## config.mk

```make
export PLATFORM = sky130hd
export DESIGN_NAME = mem_port_arbiter
export DESIGN_NICKNAME = d
export VERILOG_FILES = /design/src/rtl/mem_port_arbiter.sv
export SDC_FILE = /design/constraint.sdc
export NUM_CORES = 1
export LEC_CHECK = 0
export BUFFER_PORTS_ARGS = -buffer_cell sky130_fd_sc_hd__buf_4
export CAP_MARGIN = 20
export CORE_MARGIN = 1.5
export CORE_UTILIZATION = 44
export DETAILED_ROUTE_END_ITERATION = 8
export GPL_ROUTABILITY_DRIVEN = 0
export PLACE_DENSITY = 0.9
export SYNTH_ARGS = -nofsm -noshare
export SYNTH_HDL_FRONTEND = slang
export SYNTH_SLANG_ARGS = --single-unit
```

## constraint.sdc

```tcl
create_clock -name clk -period 2.9 [get_ports clk]
set_clock_uncertainty 0.15 [all_clocks]
set_input_delay 0.29 -clock clk [delete_from_list [all_inputs] [get_ports clk]]
set_output_delay 0.29 -clock clk [all_outputs]
set_load 0.005 [all_outputs]
```

## src/rtl/mem_port_arbiter.sv

```systemverilog
`default_nettype none
// =============================================================================
// Module   : mem_port_arbiter
// Brief    : Shares one single-port RAM among instruction fetch (0),
//            load/store unit (1) and debug/program loader (2). One
//            transaction at a time, round-robin grant, registered RAM
//            address/data/strobe, per-requester ack pulse and read data.
// Revision : 1.0 - initial release
// =============================================================================
module mem_port_arbiter #(
    parameter int AW     = 8,
    parameter int DW     = 16,
    parameter int RD_LAT = 1     // legal range 1..4
) (
    input  logic              clk,
    input  logic              reset,
    input  logic [2:0]        req,
    input  logic [2:0]        we,
    input  logic [3*AW-1:0]   addr,
    input  logic [3*DW-1:0]   wdata,
    output logic [2:0]        ack,
    output logic [DW-1:0]     rdata,
    output logic [AW-1:0]     mem_addr,
    output logic [DW-1:0]     mem_wdata,
    output logic              mem_write,
    input  logic [DW-1:0]     mem_rdata,
    output logic              busy
);

    typedef enum logic [1:0] {
        S_IDLE = 2'd0,
        S_XFER = 2'd1,
        S_WAIT = 2'd2,
        S_ACK  = 2'd3
    } state_t;

    // Wait counter target; three bits comfortably hold the 1..4 range.
    localparam logic [2:0] c_rd_lat = 3'(RD_LAT);

    state_t          r_state;
    state_t          w_next_state;

    logic [1:0]      r_owner;
    logic [1:0]      r_last_owner;
    logic [1:0]      w_grant;
    logic            w_any_req;

    logic [AW-1:0]   w_sel_addr;
    logic [DW-1:0]   w_sel_wdata;
    logic            w_sel_we;

    logic [2:0]      r_wait_cnt;
    logic            w_rd_done;
    logic [2:0]      w_owner_onehot;

    logic [2:0]      r_ack;
    logic [DW-1:0]   r_rdata;
    logic [AW-1:0]   r_mem_addr;
    logic [DW-1:0]   r_mem_wdata;
    logic            r_mem_write;

    assign w_any_req      = |req;
    assign w_owner_onehot = 3'b001 << r_owner;
    // The read data is in the RAM output register once the counter reaches
    // the configured latency; that cycle is the capture cycle.
    assign w_rd_done      = (r_state == S_WAIT) && (r_wait_cnt == c_rd_lat);

    // Round-robin pick: search upward starting just after the previous owner.
    always_comb begin
        w_grant = 2'd0;
        case (r_last_owner)
            2'd0: begin
                if (req[1])      w_grant = 2'd1;
                else if (req[2]) w_grant = 2'd2;
                else             w_grant = 2'd0;
            end
            2'd1: begin
                if (req[2])      w_grant = 2'd2;
                else if (req[0]) w_grant = 2'd0;
                else             w_grant = 2'd1;
            end
            default: begin
                if (req[0])      w_grant = 2'd0;
                else if (req[1]) w_grant = 2'd1;
                else             w_grant = 2'd2;
            end
        endcase
    end

    // Route the chosen requester's address, data and direction to the RAM port.
    always_comb begin
        w_sel_addr  = addr[0 +: AW];
        w_sel_wdata = wdata[0 +: DW];
        w_sel_we    = we[0];
        case (w_grant)
            2'd1: begin
                w_sel_addr  = addr[AW +: AW];
                w_sel_wdata = wdata[DW +: DW];
                w_sel_we    = we[1];
            end
            2'd2: begin
                w_sel_addr  = addr[2*AW +: AW];
                w_sel_wdata = wdata[2*DW +: DW];
                w_sel_we    = we[2];
            end
            default: begin
                w_sel_addr  = addr[0 +: AW];
                w_sel_wdata = wdata[0 +: DW];
                w_sel_we    = we[0];
            end
        endcase
    end

    // State register.
    always_ff @(posedge clk) begin
        if (reset) begin
            r_state <= S_IDLE;
        end else begin
            r_state <= w_next_state;
        end
    end

    // Next-state logic. Reads always pass through WAIT so that the capture
    // edge lands RD_LAT cycles after the address reached the RAM.
    always_comb begin
        w_next_state = r_state;
        case (r_state)
            S_IDLE: begin
                if (w_any_req) begin
                    w_next_state = S_XFER;
                end
            end
            S_XFER: begin
                // mem_write still holds the latched direction during XFER.
                w_next_state = r_mem_write ? S_ACK : S_WAIT;
            end
            S_WAIT: begin
                if (w_rd_done) begin
                    w_next_state = S_ACK;
                end
            end
            S_ACK: begin
                w_next_state = S_IDLE;
            end
            default: begin
                w_next_state = S_IDLE;
            end
        endcase
    end

    // Grant bookkeeping: owner of the transaction and round-robin pointer.
    always_ff @(posedge clk) begin
        if (reset) begin
            r_owner      <= 2'd0;
            r_last_owner <= 2'd2;
        end else if ((r_state == S_IDLE) && w_any_req) begin
            r_owner      <= w_grant;
            r_last_owner <= w_grant;
        end
    end

    // RAM port registers: loaded at the grant edge, strobe cleared after XFER.
    always_ff @(posedge clk) begin
        if (reset) begin
            r_mem_addr  <= '0;
            r_mem_wdata <= '0;
            r_mem_write <= 1'b0;
        end else if ((r_state == S_IDLE) && w_any_req) begin
            r_mem_addr  <= w_sel_addr;
            r_mem_wdata <= w_sel_wdata;
            r_mem_write <= w_sel_we;
        end else begin
            r_mem_write <= 1'b0;
        end
    end

    // Read latency counter: starts at 1 leaving XFER, counts up in WAIT.
    always_ff @(posedge clk) begin
        if (reset) begin
            r_wait_cnt <= 3'd0;
        end else begin
            case (r_state)
                S_XFER: begin
                    if (!r_mem_write) begin
                        r_wait_cnt <= 3'd1;
                    end
                end
                S_WAIT: begin
                    if (w_rd_done) begin
                        r_wait_cnt <= 3'd0;
                    end else begin
                        r_wait_cnt <= r_wait_cnt + 3'd1;
                    end
                end
                default: begin
                    r_wait_cnt <= 3'd0;
                end
            endcase
        end
    end

    // Read data capture; rdata keeps the last read value across writes.
    always_ff @(posedge clk) begin
        if (reset) begin
            r_rdata <= '0;
        end else if (w_rd_done) begin
            r_rdata <= mem_rdata;
        end
    end

    // Acknowledge pulse: registered, high only during the ACK state.
    always_ff @(posedge clk) begin
        if (reset) begin
            r_ack <= 3'b000;
        end else if (w_next_state == S_ACK && r_state != S_ACK) begin
            r_ack <= w_owner_onehot;
        end else begin
            r_ack <= 3'b000;
        end
    end

    assign ack       = r_ack;
    assign rdata     = r_rdata;
    assign mem_addr  = r_mem_addr;
    assign mem_wdata = r_mem_wdata;
    assign mem_write = r_mem_write;
    assign busy      = (r_state != S_IDLE);

    // Structural invariants: a single owner per completion, and the write
    // strobe can only be seen while the address is on the RAM.
    a_ack_onehot: assert property (@(posedge clk) disable iff (reset)
        $onehot0(r_ack));
    a_write_in_xfer: assert property (@(posedge clk) disable iff (reset)
        r_mem_write |-> (r_state == S_XFER));

endmodule
`default_nettype wire

```

==> impl_metrics.ini, run 1 <==
[floorplan]
std_cell_rows = 26
fp.dieH_um = 77.1
die_area_um2 = 5940
initial_core_util_pct = 46.4
core_area_um2 = 5200
pin_count = 141
die_w_um = 77.1

[finish]
fin_util_pct = 68.1
seq_area_um2 = 1040
syn_to_final_growth_pct = 46.7
multi_input_area_um2 = 1220
drive_gt1_share_pct = 36.7
fin_cells = 484
n_antenna_cell = 0
nets = 518
fill_cells = 441

[clocking]
worstSkewPairLatency_ns = 0.30
clkTransAtPathRegs_ns = 0.10
cts_root_buf = clkbuf_8
cts_tree = done
cts_resized = 0
postCtsSetupRepairBufs = 0
h-tree-depth = 2
holdBufCountCts = 0
clk_path_buf_depth = 2
clock-sinks = 52
cts_inserted_buffers = 5

[power_and_ir_drop]
switching_share_pct = 35.1
p_leak_nw = 1.63
clock_power_share_pct = 19.6
max-vdd-ir-drop_v = 0.000376
p_int_mw = 1.61
power.density_nw_per_um2 = 698
seqPwrFrac_pct = 38.9
power_switching_mw = 0.867
pwr-share-comb_pct = 41.5

[yosys]
synth_top_family_by_area = compound AO/OA/AOI/OAI gates
yosysSeqAreaShare_pct = 43.1
synth_edf_count = 0
yosys_warnings = 0
syn_area_um2 = 2420
synth_area_per_cell_um2 = 8.39
synth_compound_area_share_pct = 29.2
ys_seq_elements = 52
synth.distinct_cells = 30
synthXorXnorAreaFrac_pct = 0
synthSimpleGateAreaFrac_pct = 16.0
synth_mux_area_share_pct = 0.466
synth_fa_ha_area_share_pct = 4.66
synthArstFlopShare_pct = 0
syn_inst = 288
synth_nets = 393
ys.flop_type = dfxtp_1

[hold_path]
worstHoldEndpoint = rdata[6]
whs_path_depth = 3
min_path_type = in2reg
hp-start = mem_rdata[6]

[setup_path]
cp.arrival_ns = 2.71
r2r_start = r_owner[0]
crit_path_max_fanout = 25
cp.required_ns = 3.00
start_kind = register
end_kind = register
worst_r2r_endpoint = mem_addr[6]
critical_path_class = reg2reg
r2r_slack_ns = 0.28
worstRegToRegCells = 7

[route]
ant_nets = 0
wl_per_cell_um = 13.9
drc = 0
dr.pass1.iters = 5
viasPerCell = 5.41
drt_iter0_markers = 105
num_vias = 2617
drt_wl_total_mm = 6.71

[grt]
grt.total_usage_pct = 23.0
antenna_found_initial = 0
grt_max_degree = 51
grt_remaining_overflow = 0
grt_pass1_wl_mm = 11.2
grt_pass1_vias = 2575

[placed_design]
dp_slack_ns = 0.308
dp_hpwl_mm = 4.99
port_buffers = 140
dp.cells = 476

[sta]
report.final.slew_viol_count = 0
finalHoldViolations = 0
finalCritPeriodShare_pct = 90.3
setup_viol = 0
fin_crit_ns = 2.62
worst_pin_slew_ns = 1.00
slew_headroom_pct = 33.3
max_freq_mhz = 382
layout_setup_ws_ns = 0.283
rsz0062_at_grt = no
tns_ns = 0

[status]
outcome = finished clean

[flow_run]
cap_viol_max_count = 0
through the flow:
stage,hold slack (ns),power [mW],cell area [µm²]
after floorplan,0.276,1.60,2420
after global placement,0.294,1.96,3430
after detailed placement,0.299,2.00,3430
after CTS,0.0754,2.49,3540
after global routing,0.0733,2.67,3540
final,0.0873,2.47,3540
power groups by stage:
stage	Combinational, mW	Sequential [mW]	Clock [mW]
2_1_floorplan	0.634	0.964	0
3_3_place_gp	0.993	0.968	0
3_5_place_dp	1.03	0.970	0
4_1_cts	1.03	0.959	0.504
5_1_grt	1.15	0.979	0.536
6_report	1.03	0.962	0.485
metal layers:
layer / GRT usage, % / vias up / share of wire (%)
li1: - / 1272 / -
met1: 24.6 / 1210 / 39
met2: 43.5 / 123 / 51
met3: 6.31 / 12 / 7.9
met4: 6.91 / 0 / 1.3
met5: 0 / - / 0
flip-flops by register name, indices dropped and copies added (netlist names):
name	count
mem_wdata	16
rdata	16
mem_addr	8
ack	3
r_wait_cnt	3
r_owner	2
r_state	2
mem_write	1
r_last_owner	1
synthesized netlist by cell type, types with 2 or more instances:
cell type	count	area, µm²
nor4_1	3	18.8
dfxtp_1	52	1040
a21oi_1	23	115
nand2b_1	3	18.8
a22o_1	24	210
and2_1	2	12.5
buf_6	5	56.3
a22oi_1	26	195
nand2_1	62	233
inv_1	8	30.0
ha_1	9	113
nor2_1	7	26.3
o21ai_0	26	130
nor3_1	7	35.0
clkbuf_1	16	60.1
worst max path at each step:
stage	from	end	slack (ns)	cells after the start
3_3_place_gp	r_owner[0]	mem_addr[2]	0.54	7
2_1_floorplan	r_owner[0]	mem_wdata[4]	0.84	10
5_1_grt	r_owner[0]	mem_wdata[10]	0.11	7
6_report	r_owner[0]	mem_addr[6]	0.28	7
3_5_place_dp	r_owner[0]	mem_addr[6]	0.31	7
4_1_cts	r_owner[0]	mem_addr[6]	0.30	7
cells in the final DEF, fill, tap and decap left out, drive strengths merged, types with 8 or more instances in the layout:
cell	instances
a21oi	24
a22o	24
a22oi	26
buf	141
dfxtp	52
ha	9
inv	8
nand2	62
nor2	8
o21ai	26
cell families (layout without fill, tap and decap cells):
group,Yosys count,after routing
adder cells (fa/ha/maj),9,9
buffers and inverters,31,157
flip-flops,52,52
multiplexers,1,1
AO/OA/AOI/OAI,105,105
AND/OR/NAND/NOR,90,90
cell type report:
class / count / area share (%)
repair buffers: 141 / 29.9
flip-flops and latches: 52 / 29.4
well taps: 70 / 2.47
multi-input cells: 205 / 34.3
clock inverters: 3 / 1.20
clock buffers: 5 / 1.94
inverters: 8 / 0.847
worst max-delay path, stage by stage (launching register included):
cell and delay [ns]:
dfxtp_1 0.43, nand2b_1 0.18, a21boi_0 0.23, o22a_1 0.19, ha_1 0.78, a22oi_1 0.19, o21ai_0 0.23, a22o_1 0.17
No activity file was read; power rests on OpenSTA's default activity.
==> run 2: changes to the inputs <==
--- a/config.mk
+++ b/config.mk
@@ -5,13 +5,14 @@
 export SDC_FILE = /design/constraint.sdc
 export NUM_CORES = 1
 export LEC_CHECK = 0
+export ABC_AREA = 1
 export BUFFER_PORTS_ARGS = -buffer_cell sky130_fd_sc_hd__buf_4
 export CAP_MARGIN = 20
 export CORE_MARGIN = 1.5
-export CORE_UTILIZATION = 44
+export CORE_UTILIZATION = 45
 export DETAILED_ROUTE_END_ITERATION = 8
 export GPL_ROUTABILITY_DRIVEN = 0
-export PLACE_DENSITY = 0.9
+export PLACE_DENSITY = 0.89
 export SYNTH_ARGS = -nofsm -noshare
 export SYNTH_HDL_FRONTEND = slang
 export SYNTH_SLANG_ARGS = --single-unit
==> impl_metrics.ini, run 2 <==
[yosys]
syn_area_um2 = 2620
synthArstFlopShare_pct = 0
ys_seq_elements = 52
ys_top_cells_by_area = dfxtp_1, nand2_1, nor2_1
synth_area_per_cell_um2 = 6.51
synth_nets = 508
synth_edf_count = 0
synth.distinct_cells = 20
yosys_warnings = 0
yosysSeqAreaShare_pct = 39.7
synth_top_area_share_pct = 39.7
ys.flop_type = dfxtp_1
synth.top_cells.by_count = nand2_1, nor2_1, dfxtp_1
yosysMostFrequentCell = nand2_1
yosysTopAreaCell = dfxtp_1
syn_inst = 403

[clocking]
h-tree-depth = 2
worstSkewPairLatency_ns = 0.30
clk_path_buf_depth = 2
postCtsSetupRepairBufs = 0
holdBufCountCts = 0
cts_tree = done
cts_resized = 0
cts_inserted_buffers = 5
clock-sinks = 52
cts_root_buf = clkbuf_8
clkTransAtPathRegs_ns = 0.09

[route]
viasPerCell = 4.95
drt_wl_total_mm = 7.44
drt_iter0_markers = 124
drc = 0
dr.pass1.iters = 5
wl_per_cell_um = 12.4
num_vias = 2969
ant_nets = 0

[sta]
report.final.slew_viol_count = 0
finalHoldViolations = 0
slew_headroom_pct = 39.2
finalCritPeriodShare_pct = 81.9
fin_crit_ns = 2.37
worst_pin_slew_ns = 0.911
rsz0062_at_grt = no
setup_viol = 0
whs_ns = 0.0589
max_freq_mhz = 421
tns_ns = 0

[power_and_ir_drop]
switching_share_pct = 40.0
seqPwrFrac_pct = 33.2
p_leak_nw = 1.88
max-vdd-ir-drop_v = 0.000463
pwr-share-comb_pct = 48.8
p_int_mw = 1.90
clock_power_share_pct = 18.0
power_switching_mw = 1.27
power.density_nw_per_um2 = 844

[setup_path]
crit_path_max_fanout = 25
r2r_start = r_owner[0]
end_kind = register
critical_path_class = reg2reg
start_kind = register
worst_r2r_endpoint = mem_addr[0]
worstRegToRegCells = 9
r2r_slack_ns = 0.53
cp.arrival_ns = 2.46
cp.required_ns = 2.99

[finish]
drive_gt1_share_pct = 29.2
layout_commonest_cell = buf_4
nets = 633
n_antenna_cell = 0
syn_to_final_growth_pct = 43.5
fill_cells = 533
mostFrequentLayoutCells = buf_4, nand2_1, nor2_1

[grt]
grt_remaining_overflow = 0
antenna_found_initial = 0
grt_pass1_wl_mm = 12.3
grt_max_degree = 52
grt_pass1_vias = 2876
grt.total_usage_pct = 24.3

[hold_path]
whs_path_depth = 2
hp-start = reset
min_path_type = in2reg
worstHoldEndpoint = r_state[0]

[floorplan]
fp.dieH_um = 79.3
pin_count = 141
die_w_um = 79.3
std_cell_rows = 27
die_area_um2 = 6290
initial_core_util_pct = 47.0
core_area_um2 = 5570

[placed_design]
port_buffers = 140
dp_hpwl_mm = 5.54

[status]
outcome = finished clean

[flow_run]
cap_viol_max_count = 0
run 2: cell count changes in the layout (fill, tap and decap cells not counted), sizes merged, moves of 5 or more:
| cell | delta |
|---|---|
| a22o | -24 |
| nand2 | +55 |
| nand3 | +5 |
| a22oi | -26 |
| a21oi | +10 |
| nor2 | +86 |
| o21ai | +16 |
| inv | +12 |
| nor3 | -5 |
run 2: worst max path at each step:
stage,startpoint,to,slack [ns],cells after the start
5_1_grt,r_owner[0],mem_wdata[7],0.24,9
3_5_place_dp,req[1],mem_wdata[3],0.57,9
3_3_place_gp,req[1],mem_wdata[9],0.65,9
2_1_floorplan,r_owner[0],mem_write,1.01,9
4_1_cts,r_owner[0],mem_addr[0],0.55,9
6_report,r_owner[0],mem_addr[0],0.53,9
run 2: stage by stage:
step | setup slack, ns | utilization [%] | cells | total power, mW | area, µm²
floorplan | 1.01 | - | 403 | 2.11 | 2620
global placement | 0.648 | 65.2 | 593 | 2.56 | 3630
detailed placement | 0.571 | 65.2 | 593 | 2.61 | 3630
CTS | 0.554 | 67.5 | 600 | 3.18 | 3760
global route | 0.243 | 67.5 | 600 | 3.46 | 3760
finish | 0.525 | 67.5 | 600 | 3.17 | 3760
run 2: layout make-up:
type                    count  area [µm²]  area share (%)
flip-flops and latches     52        1040            27.7
clock buffers               5        68.8            1.83
clock inverters             2        60.1            1.60
inverters                  20        77.6            2.06
multi-input cells         306        1350            35.9
repair buffers            143        1070            28.5
well taps                  72        90.1            2.39
run 2: per-layer routing:
metal	vias up	track usage, %	wire length (µm)
li1	1508	-	-
met1	1339	26.6	2910
met2	112	44.6	3850
met3	10	7.82	587
met4	0	6.49	94
met5	-	0	0
run 2: critical path: stages, from the launching register on:
cell	delay, ns
dfxtp_1	0.47
nor2_1	0.08
nand2_1	0.07
nand2_1	0.05
nor2_1	0.19
ha_1	0.81
nand2_1	0.14
a21oi_1	0.20
nor2_1	0.06
nor2_1	0.09
run 2: logic make-up after synthesis:
group	Yosys count	synth area share, %
compound gates	76	14.5
simple gates	221	32.7
flops	52	39.7
fa+ha+maj	9	4.29
buf+inv	45	8.78
run 2: power groups by stage:
stage | sequential [mW] | combinational [mW] | clock, mW
6_report | 1.05 | 1.55 | 0.572
5_1_grt | 1.08 | 1.78 | 0.606
4_1_cts | 1.05 | 1.55 | 0.577
3_5_place_dp | 1.06 | 1.54 | 0
3_3_place_gp | 1.06 | 1.50 | 0
2_1_floorplan | 1.06 | 1.05 | 0
